File: src/rtl/alu_issue.sv
// Issue stage in front of the 64-bit ALU: decodes RV64 ALU instructions into
// alucontrol/operands and holds them in a 2-entry skid buffer toward execute.
`ifndef ALU_ADD
`define ALU_ADD 4'b0010
`endif
`ifndef ALU_SUB
`define ALU_SUB 4'b0110
`endif
`ifndef ALU_AND
`define ALU_AND 4'b0000
`endif
`ifndef ALU_OR
`define ALU_OR  4'b0001
`endif

module alu_issue (
   input  logic        clk,
   input  logic        rst,
   input  logic        in_valid,
   output logic        in_ready,
   input  logic [31:0] instr,
   input  logic [63:0] pc,
   input  logic [63:0] rs1_data,
   input  logic [63:0] rs2_data,
   input  logic        flush,
   output logic        out_valid,
   input  logic        out_ready,
   output logic [3:0]  alucontrol,
   output logic [63:0] op_a,
   output logic [63:0] op_b,
   output logic [4:0]  rd,
   output logic        reg_write,
   output logic        illegal
);

   typedef enum logic [1:0] {EMPTY, ONE, FULL} state_t;

   function automatic logic signed [63:0] sext12(input logic [11:0] v);
      sext12 = {{52{v[11]}}, v};
   endfunction

   function automatic logic signed [63:0] sext_upper(input logic [19:0] v);
      sext_upper = {{32{v[19]}}, v, 12'b0};
   endfunction

   logic [6:0]         opcode;
   logic [2:0]         funct3;
   logic [6:0]         funct7;
   logic signed [63:0] imm_i;
   logic signed [63:0] imm_u;

   logic [3:0]         dec_ctl_p0;
   logic [63:0]        dec_a_p0;
   logic [63:0]        dec_b_p0;
   logic               dec_legal_p0;
   logic               dec_wr_p0;

   assign opcode = instr[6:0];
   assign funct3 = instr[14:12];
   assign funct7 = instr[31:25];
   assign imm_i  = sext12(instr[31:20]);
   assign imm_u  = sext_upper(instr[31:12]);

   // Decode stage: operands stay zero unless the encoding is fully recognised
   always_comb begin
      dec_ctl_p0   = `ALU_ADD;
      dec_a_p0     = '0;
      dec_b_p0     = '0;
      dec_legal_p0 = 1'b0;
      case (opcode)
         7'b0110011: begin
            if (funct7 == 7'b0000000) begin
               case (funct3)
                  3'b000:  begin dec_ctl_p0 = `ALU_ADD; dec_legal_p0 = 1'b1; end
                  3'b111:  begin dec_ctl_p0 = `ALU_AND; dec_legal_p0 = 1'b1; end
                  3'b110:  begin dec_ctl_p0 = `ALU_OR;  dec_legal_p0 = 1'b1; end
                  default: dec_legal_p0 = 1'b0;
               endcase
            end else if (funct7 == 7'b0100000 && funct3 == 3'b000) begin
               dec_ctl_p0   = `ALU_SUB;
               dec_legal_p0 = 1'b1;
            end
            if (dec_legal_p0) begin
               dec_a_p0 = rs1_data;
               dec_b_p0 = rs2_data;
            end
         end
         7'b0010011: begin
            case (funct3)
               3'b000:  begin dec_ctl_p0 = `ALU_ADD; dec_legal_p0 = 1'b1; end
               3'b111:  begin dec_ctl_p0 = `ALU_AND; dec_legal_p0 = 1'b1; end
               3'b110:  begin dec_ctl_p0 = `ALU_OR;  dec_legal_p0 = 1'b1; end
               default: dec_legal_p0 = 1'b0;
            endcase
            if (dec_legal_p0) begin
               dec_a_p0 = rs1_data;
               dec_b_p0 = imm_i;
            end
         end
         7'b0110111: begin
            dec_legal_p0 = 1'b1;
            dec_b_p0     = imm_u;
         end
         7'b0010111: begin
            dec_legal_p0 = 1'b1;
            dec_a_p0     = pc;
            dec_b_p0     = imm_u;
         end
         default: dec_legal_p0 = 1'b0;
      endcase
      dec_wr_p0 = dec_legal_p0 && (instr[11:7] != 5'd0);
   end

   state_t      state_p1;
   logic [3:0]  skid_ctl_p1;
   logic [63:0] skid_a_p1;
   logic [63:0] skid_b_p1;
   logic [4:0]  skid_rd_p1;
   logic        skid_wr_p1;
   logic        skid_ill_p1;
   logic        accept;
   logic        pop;

   assign accept = in_valid && in_ready;
   assign pop    = out_valid && out_ready;

   // Storage stage: head registers are the outputs, skid holds the younger entry
   always_ff @(posedge clk or posedge rst) begin
      if (rst) begin
         state_p1    <= EMPTY;
         out_valid   <= 1'b0;
         in_ready    <= 1'b1;
         alucontrol  <= `ALU_ADD;
         op_a        <= '0;
         op_b        <= '0;
         rd          <= '0;
         reg_write   <= 1'b0;
         illegal     <= 1'b0;
         skid_ctl_p1 <= `ALU_ADD;
         skid_a_p1   <= '0;
         skid_b_p1   <= '0;
         skid_rd_p1  <= '0;
         skid_wr_p1  <= 1'b0;
         skid_ill_p1 <= 1'b0;
      end else if (flush) begin
         state_p1  <= EMPTY;
         out_valid <= 1'b0;
         in_ready  <= 1'b1;
      end else begin
         case (state_p1)
            EMPTY: begin
               if (accept) begin
                  alucontrol <= dec_ctl_p0;
                  op_a       <= dec_a_p0;
                  op_b       <= dec_b_p0;
                  rd         <= instr[11:7];
                  reg_write  <= dec_wr_p0;
                  illegal    <= !dec_legal_p0;
                  state_p1   <= ONE;
                  out_valid  <= 1'b1;
               end
            end
            ONE: begin
               if (accept && pop) begin
                  alucontrol <= dec_ctl_p0;
                  op_a       <= dec_a_p0;
                  op_b       <= dec_b_p0;
                  rd         <= instr[11:7];
                  reg_write  <= dec_wr_p0;
                  illegal    <= !dec_legal_p0;
               end else if (accept) begin
                  skid_ctl_p1 <= dec_ctl_p0;
                  skid_a_p1   <= dec_a_p0;
                  skid_b_p1   <= dec_b_p0;
                  skid_rd_p1  <= instr[11:7];
                  skid_wr_p1  <= dec_wr_p0;
                  skid_ill_p1 <= !dec_legal_p0;
                  state_p1    <= FULL;
                  in_ready    <= 1'b0;
               end else if (pop) begin
                  state_p1  <= EMPTY;
                  out_valid <= 1'b0;
               end
            end
            FULL: begin
               if (pop) begin
                  alucontrol <= skid_ctl_p1;
                  op_a       <= skid_a_p1;
                  op_b       <= skid_b_p1;
                  rd         <= skid_rd_p1;
                  reg_write  <= skid_wr_p1;
                  illegal    <= skid_ill_p1;
                  state_p1   <= ONE;
                  in_ready   <= 1'b1;
               end
            end
            default: begin
               state_p1  <= EMPTY;
               out_valid <= 1'b0;
               in_ready  <= 1'b1;
            end
         endcase
      end
   end

endmodule

File: config.mk
export PLATFORM = sky130hd
export DESIGN_NAME = alu_issue
export DESIGN_NICKNAME = d
export VERILOG_FILES = /design/src/rtl/alu_issue.sv
export SDC_FILE = /design/constraint.sdc
export NUM_CORES = 1
export LEC_CHECK = 0
export ABC_AREA = 1
export ABC_CLOCK_PERIOD_IN_PS = 7700
export BUFFER_PORTS_ARGS = -buffer_cell sky130_fd_sc_hd__buf_2
export CAP_MARGIN = 20
export CORE_AREA = 2 2 179 181
export DETAILED_ROUTE_END_ITERATION = 7
export DIE_AREA = 0 0 181 183
export PLACE_DENSITY = 0.77
export SLEW_MARGIN = 15
export SYNTH_ARGS = -nofsm -noshare
export SYNTH_HDL_FRONTEND = slang
export SYNTH_SLANG_ARGS = --single-unit
File: constraint.sdc
create_clock -name clk -period 7.7 [get_ports clk]
set_input_delay 0.385 -clock clk [delete_from_list [all_inputs] [get_ports clk]]
set_output_delay 0.385 -clock clk [all_outputs]
set_load 0.01 [all_outputs]
After elaboration in Yosys (flattened, before gate mapping)
Index checks and enable logic that the tools add are counted.
{ "word_totals": {"elab_cells": 114, "reg_bits": 282, "output_inout_bits": 141} }
{ "classes": {"eq_ne": 21, "muxes": 58, "n_bitwise": 2, "n_reduce_logical": 18} }
{ "op_table": {"columns": ["operator", "count"], "rows": [
  ["$pmux 64 s3", 4],
  ["$mux 64", 10],
  ["$eq 7x6->1 const B", 3],
  ["$mux 1", 20],
  ["$ne 3x3->1 const B", 6],
  ["$mux 5", 3],
  ["$pmux 1 s3", 5],
  ["$pmux 5 s3", 1],
  ["$eq 7x5->1 const B", 2],
  ["$mux 2", 6],
  ["$mux 4", 3],
  ["$pmux 4 s3", 1],
  ["$reduce_and 4->1", 3],
  ["$ne 2x2->1 const B", 5],
  ["$reduce_and 5->1", 2],
  ["$logic_not 7->1", 1],
  ["$eq 3x3->1 const B", 2],
  ["$mux 3", 2],
  ["$pmux 2 s3", 1],
  ["$pmux 3 s2", 1],
  ["$logic_and 1x1->1", 5],
  ["$reduce_bool 5->1", 1],
  ["$ne 4x4->1 const B", 1],
  ["$pmux 2 s2", 1],
  ["other kinds (9)", 10]
]} }

Longest topological paths before layout
{ "depth": {"ltp_word": 9, "depth_mapped": 13, "mapped_depth_nobuf": 12} }

Worst setup path before layout
No wires, ideal clock.
{ "synth_path": {"kind": "flip-flop to flip-flop", "from": "register in_ready", "to": "register op_a[0]", "arrival_time_ns": 1.436, "path_slack_ns": 6.148, "setup_time_ns": 0.117, "path_stages_with_launch": 9, "synth_period_minus_slack_ns": 1.552, "cell_sequence": "dfstp_2 -> nand2_1 -> o21ai_0 -> nand2_1 -> buf_2 -> buf_2 -> buf_4 -> nand2_1 -> nand2_1"} }
{ "synth_between": {"elab_chain_cells": 4} }
{ "synth_rtl": {"columns": ["item", "line", "text"], "rows": [
  ["from (decl)", "20", "output logic in_ready,"],
  ["from (signal assigned)", "132", "in_ready <= 1'b1;"],
  ["from (signal assigned)", "148", "in_ready <= 1'b1;"],
  ["from (signal assigned)", "179", "in_ready <= 1'b0;"],
  ["$logic_and 1x1->1 (*)", "124", "assign accept = in_valid && in_ready;"],
  ["$logic_and 1x1->1", "164", "if (accept && pop) begin"],
  ["$ne 2x2->1 (no line)", null, null],
  ["$reduce_and 5->1 (no line) (*)", null, null],
  ["to (signal assigned)", "154", "op_a <= dec_a_p0;"],
  ["to (signal assigned)", "166", "op_a <= dec_a_p0;"],
  ["to (signal assigned)", "188", "op_a <= skid_a_p1;"],
  ["to (decl)", "29", "output logic [63:0] op_a,"]
]} }
Mark *: on every way between the ends. The rest lies on a longest branch, timed or not.
A chain may end at the register's enable or synchronous reset.

Worst setup path in the final report
{ "layout_path": {"from": "input port instr[12]", "to": "register skid_a_p1[4]"} }
{ "layout_between": {"elab_chain_cells": 7} }
{ "layout_rtl": {"columns": ["item", "line", "text"], "rows": [
  ["from (decl)", "21", "input logic [31:0] instr,"],
  ["$eq 3x3->1 / $logic_not 3->1 (equally long branches)", "73, 89, 79", null],
  ["$reduce_or 3->1 (no line) / $logic_and 1x1->1 (equally long branches)", null, null],
  ["$mux 1 (on tied branches)", "73, 89, 79", null],
  ["$mux 1", "72", "if (funct7 == 7'b0000000) begin"],
  ["$mux 1", "70", "case (opcode)"],
  ["$mux 64", "83", "if (dec_legal_p0) begin"],
  ["$pmux 64 s3 (*)", "70", null],
  ["to (signal assigned)", "173", "skid_a_p1 <= dec_a_p0;"],
  ["to (decl)", "116", "logic [63:0] skid_a_p1;"]
]} }
Mark *: on every way between the ends. The rest lies on a longest branch, timed or not. The select of a mux whose other input is x is not followed.

==> impl_results.html <==
<table>
<tr><th>Metric</th><th>Value</th></tr>
<tr><th colspan="2">Die</th></tr>
<tr><td>Die footprint</td><td>33100 µm²</td></tr>
<tr><td>Horizontal extent of the die</td><td>181 µm</td></tr>
<tr><td>Count of pins on the block boundary</td><td>370</td></tr>
<tr><td>Core Rows</td><td>65</td></tr>
<tr><td>Chip height</td><td>183 µm</td></tr>
<tr><td>Effective utilization at floorplan</td><td>48.1%</td></tr>
<tr><td>Core area</td><td>31200 µm²</td></tr>
<tr><th colspan="2">STA</th></tr>
<tr><td>Max Clk Rate</td><td>0.331 GHz</td></tr>
<tr><td>Fin crit share</td><td>39.2%</td></tr>
<tr><td>Setup TNS</td><td>0 ns</td></tr>
<tr><td>Relative slew slack</td><td>-4.03%</td></tr>
<tr><td>Slew at the pin with the worst max-slew slack</td><td>1.56 ns</td></tr>
<tr><td>Number of hold violations in the final report</td><td>0</td></tr>
<tr><td>Setup repair after global routing missed its margin</td><td>false</td></tr>
<tr><td>Setup slack after layout</td><td>4.68 ns</td></tr>
<tr><td>Count of final setup violators</td><td>0</td></tr>
<tr><td>Layout Skew</td><td>0.00558 ns</td></tr>
<tr><td>Final worst path period need</td><td>3.02 ns</td></tr>
<tr><td>Slew Limit Fails</td><td>68</td></tr>
<tr><th colspan="2">Setup path</th></tr>
<tr><td>Cell family contributing the most delay on the critical path</td><td>buffers and inverters</td></tr>
<tr><td>Capturing element type of the critical path</td><td>register</td></tr>
<tr><td>Number of cell instances on the worst register-to-register path</td><td>8</td></tr>
<tr><td>Startpoint kind of the worst setup timing path</td><td>input pin</td></tr>
<tr><td>Crit-path max FO</td><td>71</td></tr>
<tr><td>Worst-path cell chain</td><td>buf_2, inv_1, nand3_1, nand2_2, buf_4, nand2_1, nand2_4, buf_4, nand3_1, nand2_1, nand2_1, o21ai_0</td></tr>
<tr><td>R2r startpoint</td><td>state_p1[1]</td></tr>
<tr><td>Crit Path Class</td><td>input pin to register</td></tr>
<tr><td>Arrival @ worst endpoint</td><td>3.47 ns</td></tr>
<tr><td>Critical path buffer and inverter count</td><td>4</td></tr>
<tr><td>Delay of the slowest critical-path stage</td><td>0.77 ns</td></tr>
<tr><td>R2R Setup Slk</td><td>4.76 ns</td></tr>
<tr><td>Worst path slowest cell</td><td>buf_4</td></tr>
<tr><td>Req. time, crit path</td><td>8.15 ns</td></tr>
<tr><td>Terminus of the critical flop-to-flop path</td><td>op_b[25]</td></tr>
<tr><td>Most used cell, CP</td><td>nand2_1</td></tr>
<tr><td>Beginning of the critical path</td><td>instr[12]</td></tr>
<tr><th colspan="2">Synthesis</th></tr>
<tr><td>Sequential area share after synthesis</td><td>46.6%</td></tr>
<tr><td>Area share of the largest cell type after synthesis</td><td>46.1%</td></tr>
<tr><td>Average size of a mapped cell</td><td>7.15 µm²</td></tr>
<tr><td>Synth Instances</td><td>2102</td></tr>
<tr><td>Synth Net Count</td><td>2331</td></tr>
<tr><td>Synth top area cells</td><td>dfrtp_1 46%, nand2_1 20%, nand3_1 10%, o21a_1 5.1%, nor2_1 4.1%</td></tr>
<tr><td>Synth cell types</td><td>23</td></tr>
<tr><td>Flop and latch count out of synthesis</td><td>280</td></tr>
<tr><td>Yosys synthesis warning count</td><td>0</td></tr>
<tr><td>Cell Area, Synth</td><td>15000 µm²</td></tr>
<tr><td>Top cell type by total area after synthesis</td><td>dfrtp_1</td></tr>
<tr><th colspan="2">Global route</th></tr>
<tr><td>Most congested layer reported by global routing</td><td>met2</td></tr>
<tr><td>Maximum number of pins on one net before global-route repair</td><td>242</td></tr>
<tr><td>Global-route met2 utilization</td><td>44.9%</td></tr>
<tr><td>Met3 demand-to-capacity share in global routing</td><td>5.22%</td></tr>
<tr><td>Met1 track utilization from global routing</td><td>35.6%</td></tr>
<tr><td>Via count of the first global-routing pass</td><td>14600</td></tr>
<tr><td>Total routing usage reported by global routing</td><td>27.1%</td></tr>
<tr><td>Overflow left after global routing</td><td>0</td></tr>
<tr><td>Wire length of the first global-routing pass</td><td>73.4 mm</td></tr>
<tr><td>Number of antenna violations at the first check in global routing</td><td>5</td></tr>
<tr><th colspan="2">Routing</th></tr>
<tr><td>Number of routed nets with antenna violations</td><td>0</td></tr>
<tr><td>Routed via count divided by cell count</td><td>5.36</td></tr>
<tr><td>Final WL</td><td>45.2 mm</td></tr>
<tr><td>Remaining design rule violation count</td><td>0</td></tr>
<tr><td>Count of routing violations after the opening detailed-route iteration</td><td>1399</td></tr>
<tr><td>Drt wl/cell</td><td>16.1 µm</td></tr>
<tr><td>DR vias</td><td>15000</td></tr>
<tr><td>DR pass1 iterations</td><td>5</td></tr>
<tr><th colspan="2">Placement</th></tr>
<tr><td>Number of buffers added on ports</td><td>368</td></tr>
<tr><td>Placed wire-length estimate after detailed placement</td><td>28.1 mm</td></tr>
<tr><td>GPL Wtd Cong</td><td>0.867</td></tr>
<tr><td>Instance area at placement</td><td>16900 µm²</td></tr>
<tr><td>Post-placement worst setup slack</td><td>4.19 ns</td></tr>
<tr><th colspan="2">Power and ir drop</th></tr>
<tr><td>Power per Cell Area</td><td>308 nW/µm²</td></tr>
<tr><td>Static leakage</td><td>10.4 nW</td></tr>
<tr><td>Peak supply drop</td><td>199 µV</td></tr>
<tr><th colspan="2">Clock network</th></tr>
<tr><td>CTS tree</td><td>done</td></tr>
<tr><td>CTS H-tree lvls</td><td>1</td></tr>
<tr><td>Buffer depth of the longest clock path</td><td>3</td></tr>
<tr><td>Cell chosen for the clock root</td><td>clkbuf_16</td></tr>
<tr><td>Number of buffers added for setup after CTS</td><td>0</td></tr>
<tr><td>Clock input transition at the sequential cells of the worst setup and hold paths</td><td>0.06 ns</td></tr>
<tr><td>Clock latency on the worst-skew pair</td><td>0.55 ns</td></tr>
<tr><td>Num CTS Buffers</td><td>31</td></tr>
<tr><td>Number of buffers inserted for hold repair after clock tree synthesis</td><td>0</td></tr>
<tr><td>Clock sinks</td><td>280</td></tr>
<tr><td>Total of cells resized after clock tree synthesis</td><td>0</td></tr>
<tr><th colspan="2">Cells and area</th></tr>
<tr><td>Final-stage net count</td><td>2600</td></tr>
<tr><td>Post-route design area</td><td>17900 µm²</td></tr>
<tr><td>Highest-count cells in the layout ignoring fill and taps</td><td>788 x nand2_1, 368 x buf_2, 300 x nand3_1, 277 x dfrtp_1, 165 x nor2_1</td></tr>
<tr><td>Synthesis-to-layout area growth</td><td>19.3%</td></tr>
<tr><td>Most common cell after layout, fill and taps aside</td><td>nand2_1</td></tr>
<tr><td>Share of cells above drive strength 1</td><td>19.0%</td></tr>
<tr><th colspan="2">Job</th></tr>
<tr><td># Max-Cap Violations</td><td>0</td></tr>
<tr><th colspan="2">Hold path</th></tr>
<tr><td>Class of the worst hold path</td><td>input pin to register</td></tr>
<tr><td>Hold path start</td><td>instr[12]</td></tr>
<tr><td>Worst Hold Endpoint</td><td>skid_ctl_p1[0]</td></tr>
<tr><td>WHS Path Cells</td><td>2</td></tr>
<tr><th colspan="2">Outcome</th></tr>
<tr><td>Violations in the final reports</td><td>slew limit</td></tr>
<tr><td>Outcome</td><td>finished, violations left</td></tr>
</table>
[cell usage after synthesis]
library cell / instances
a21o_1: 1
a21oi_1: 86
a31oi_1: 5
buf_1: 8
buf_2: 97
buf_4: 11
clkbuf_1: 32
conb_1: 1
dfrtp_1: 277
dfstp_2: 3
inv_1: 117
inv_2: 3
nand2_1: 792
nand3_1: 300
nand4_1: 2
nor2_1: 165
nor2_2: 6
nor3_1: 3
o21a_1: 102
o21ai_0: 51
o21ai_1: 37
o22ai_1: 2
o31ai_1: 1
[power breakdown]
part	total (mW)	internal [mW]	switching [mW]
sequential	2.30	2.02	0.284
clock	1.54	0.934	0.605
combinational	1.69	0.646	1.05
[worst max-delay path by stage]
stage                     to  slack (ns)  depth (start not counted)
3_5_place_dp    skid_a_p1[4]        4.19                         12
5_1_grt         skid_a_p1[0]        4.40                         12
3_3_place_gp   skid_a_p1[11]        4.19                         12
4_1_cts         skid_a_p1[4]        4.75                         12
6_report        skid_a_p1[4]        4.68                         12
2_1_floorplan  alucontrol[0]        3.61                          1
[logic make-up after synthesis]
kind of cell	count (synthesis)	synth area share, %
AO/OA/AOI/OAI	285	11.3
buffers and inverters	268	7.77
flip-flops	280	46.6
other	1	0.0249
AND/OR/NAND/NOR	1268	34.3
[stage by stage]
stage | std cells | utilization, % | power, mW | hold WS (ns)
final | 2803 | 57.5 | 5.53 | 0.0476
after global routing | 2798 | 57.4 | 5.89 | 0.0244
after CTS | 2796 | 57.4 | 5.56 | 0.0199
after detailed placement | 2740 | 54.0 | 4.00 | 0.459
after global placement | 2740 | 54.0 | 3.93 | 0.457
after floorplan | 2102 | - | 3.37 | 0.442
[registers in the layout, indices dropped and copies added, names as in the netlist, 2 cells and up]
name         cells
alucontrol       3
op_b            64
skid_ctl_p1      3
skid_a_p1       64
rd               5
state_p1         2
op_a            64
skid_rd_p1       5
skid_b_p1       64
[routing by layer]
| layer | up-vias | part of all wire [%] |
|---|---|---|
| li1 | 7260 | - |
| met1 | 7066 | 41 |
| met2 | 605 | 47 |
| met3 | 97 | 8.5 |
| met4 | 2 | 3.3 |
| met5 | - | 0.024 |
[worst register-to-register path: cells and delay by family, from the launching register on]
family | cells | cell delay (ns)
buffers and inverters | 3 | 1.28
AND/OR/NAND/NOR | 5 | 1.11
flip-flops | 1 | 0.43
[layout make-up]
class | count | area, µm²
Clock inverter | 7 | 87.6
Fill cell | 2895 | 13300
Sequential cell | 280 | 7010
Tap cell | 402 | 503
Inverter | 120 | 459
Clock buffer | 49 | 983
Timing Repair Buffer | 384 | 1990
Antenna cell | 7 | 17.5
Multi-Input combinational cell | 1554 | 6900
(Power assumes the default switching activity.)
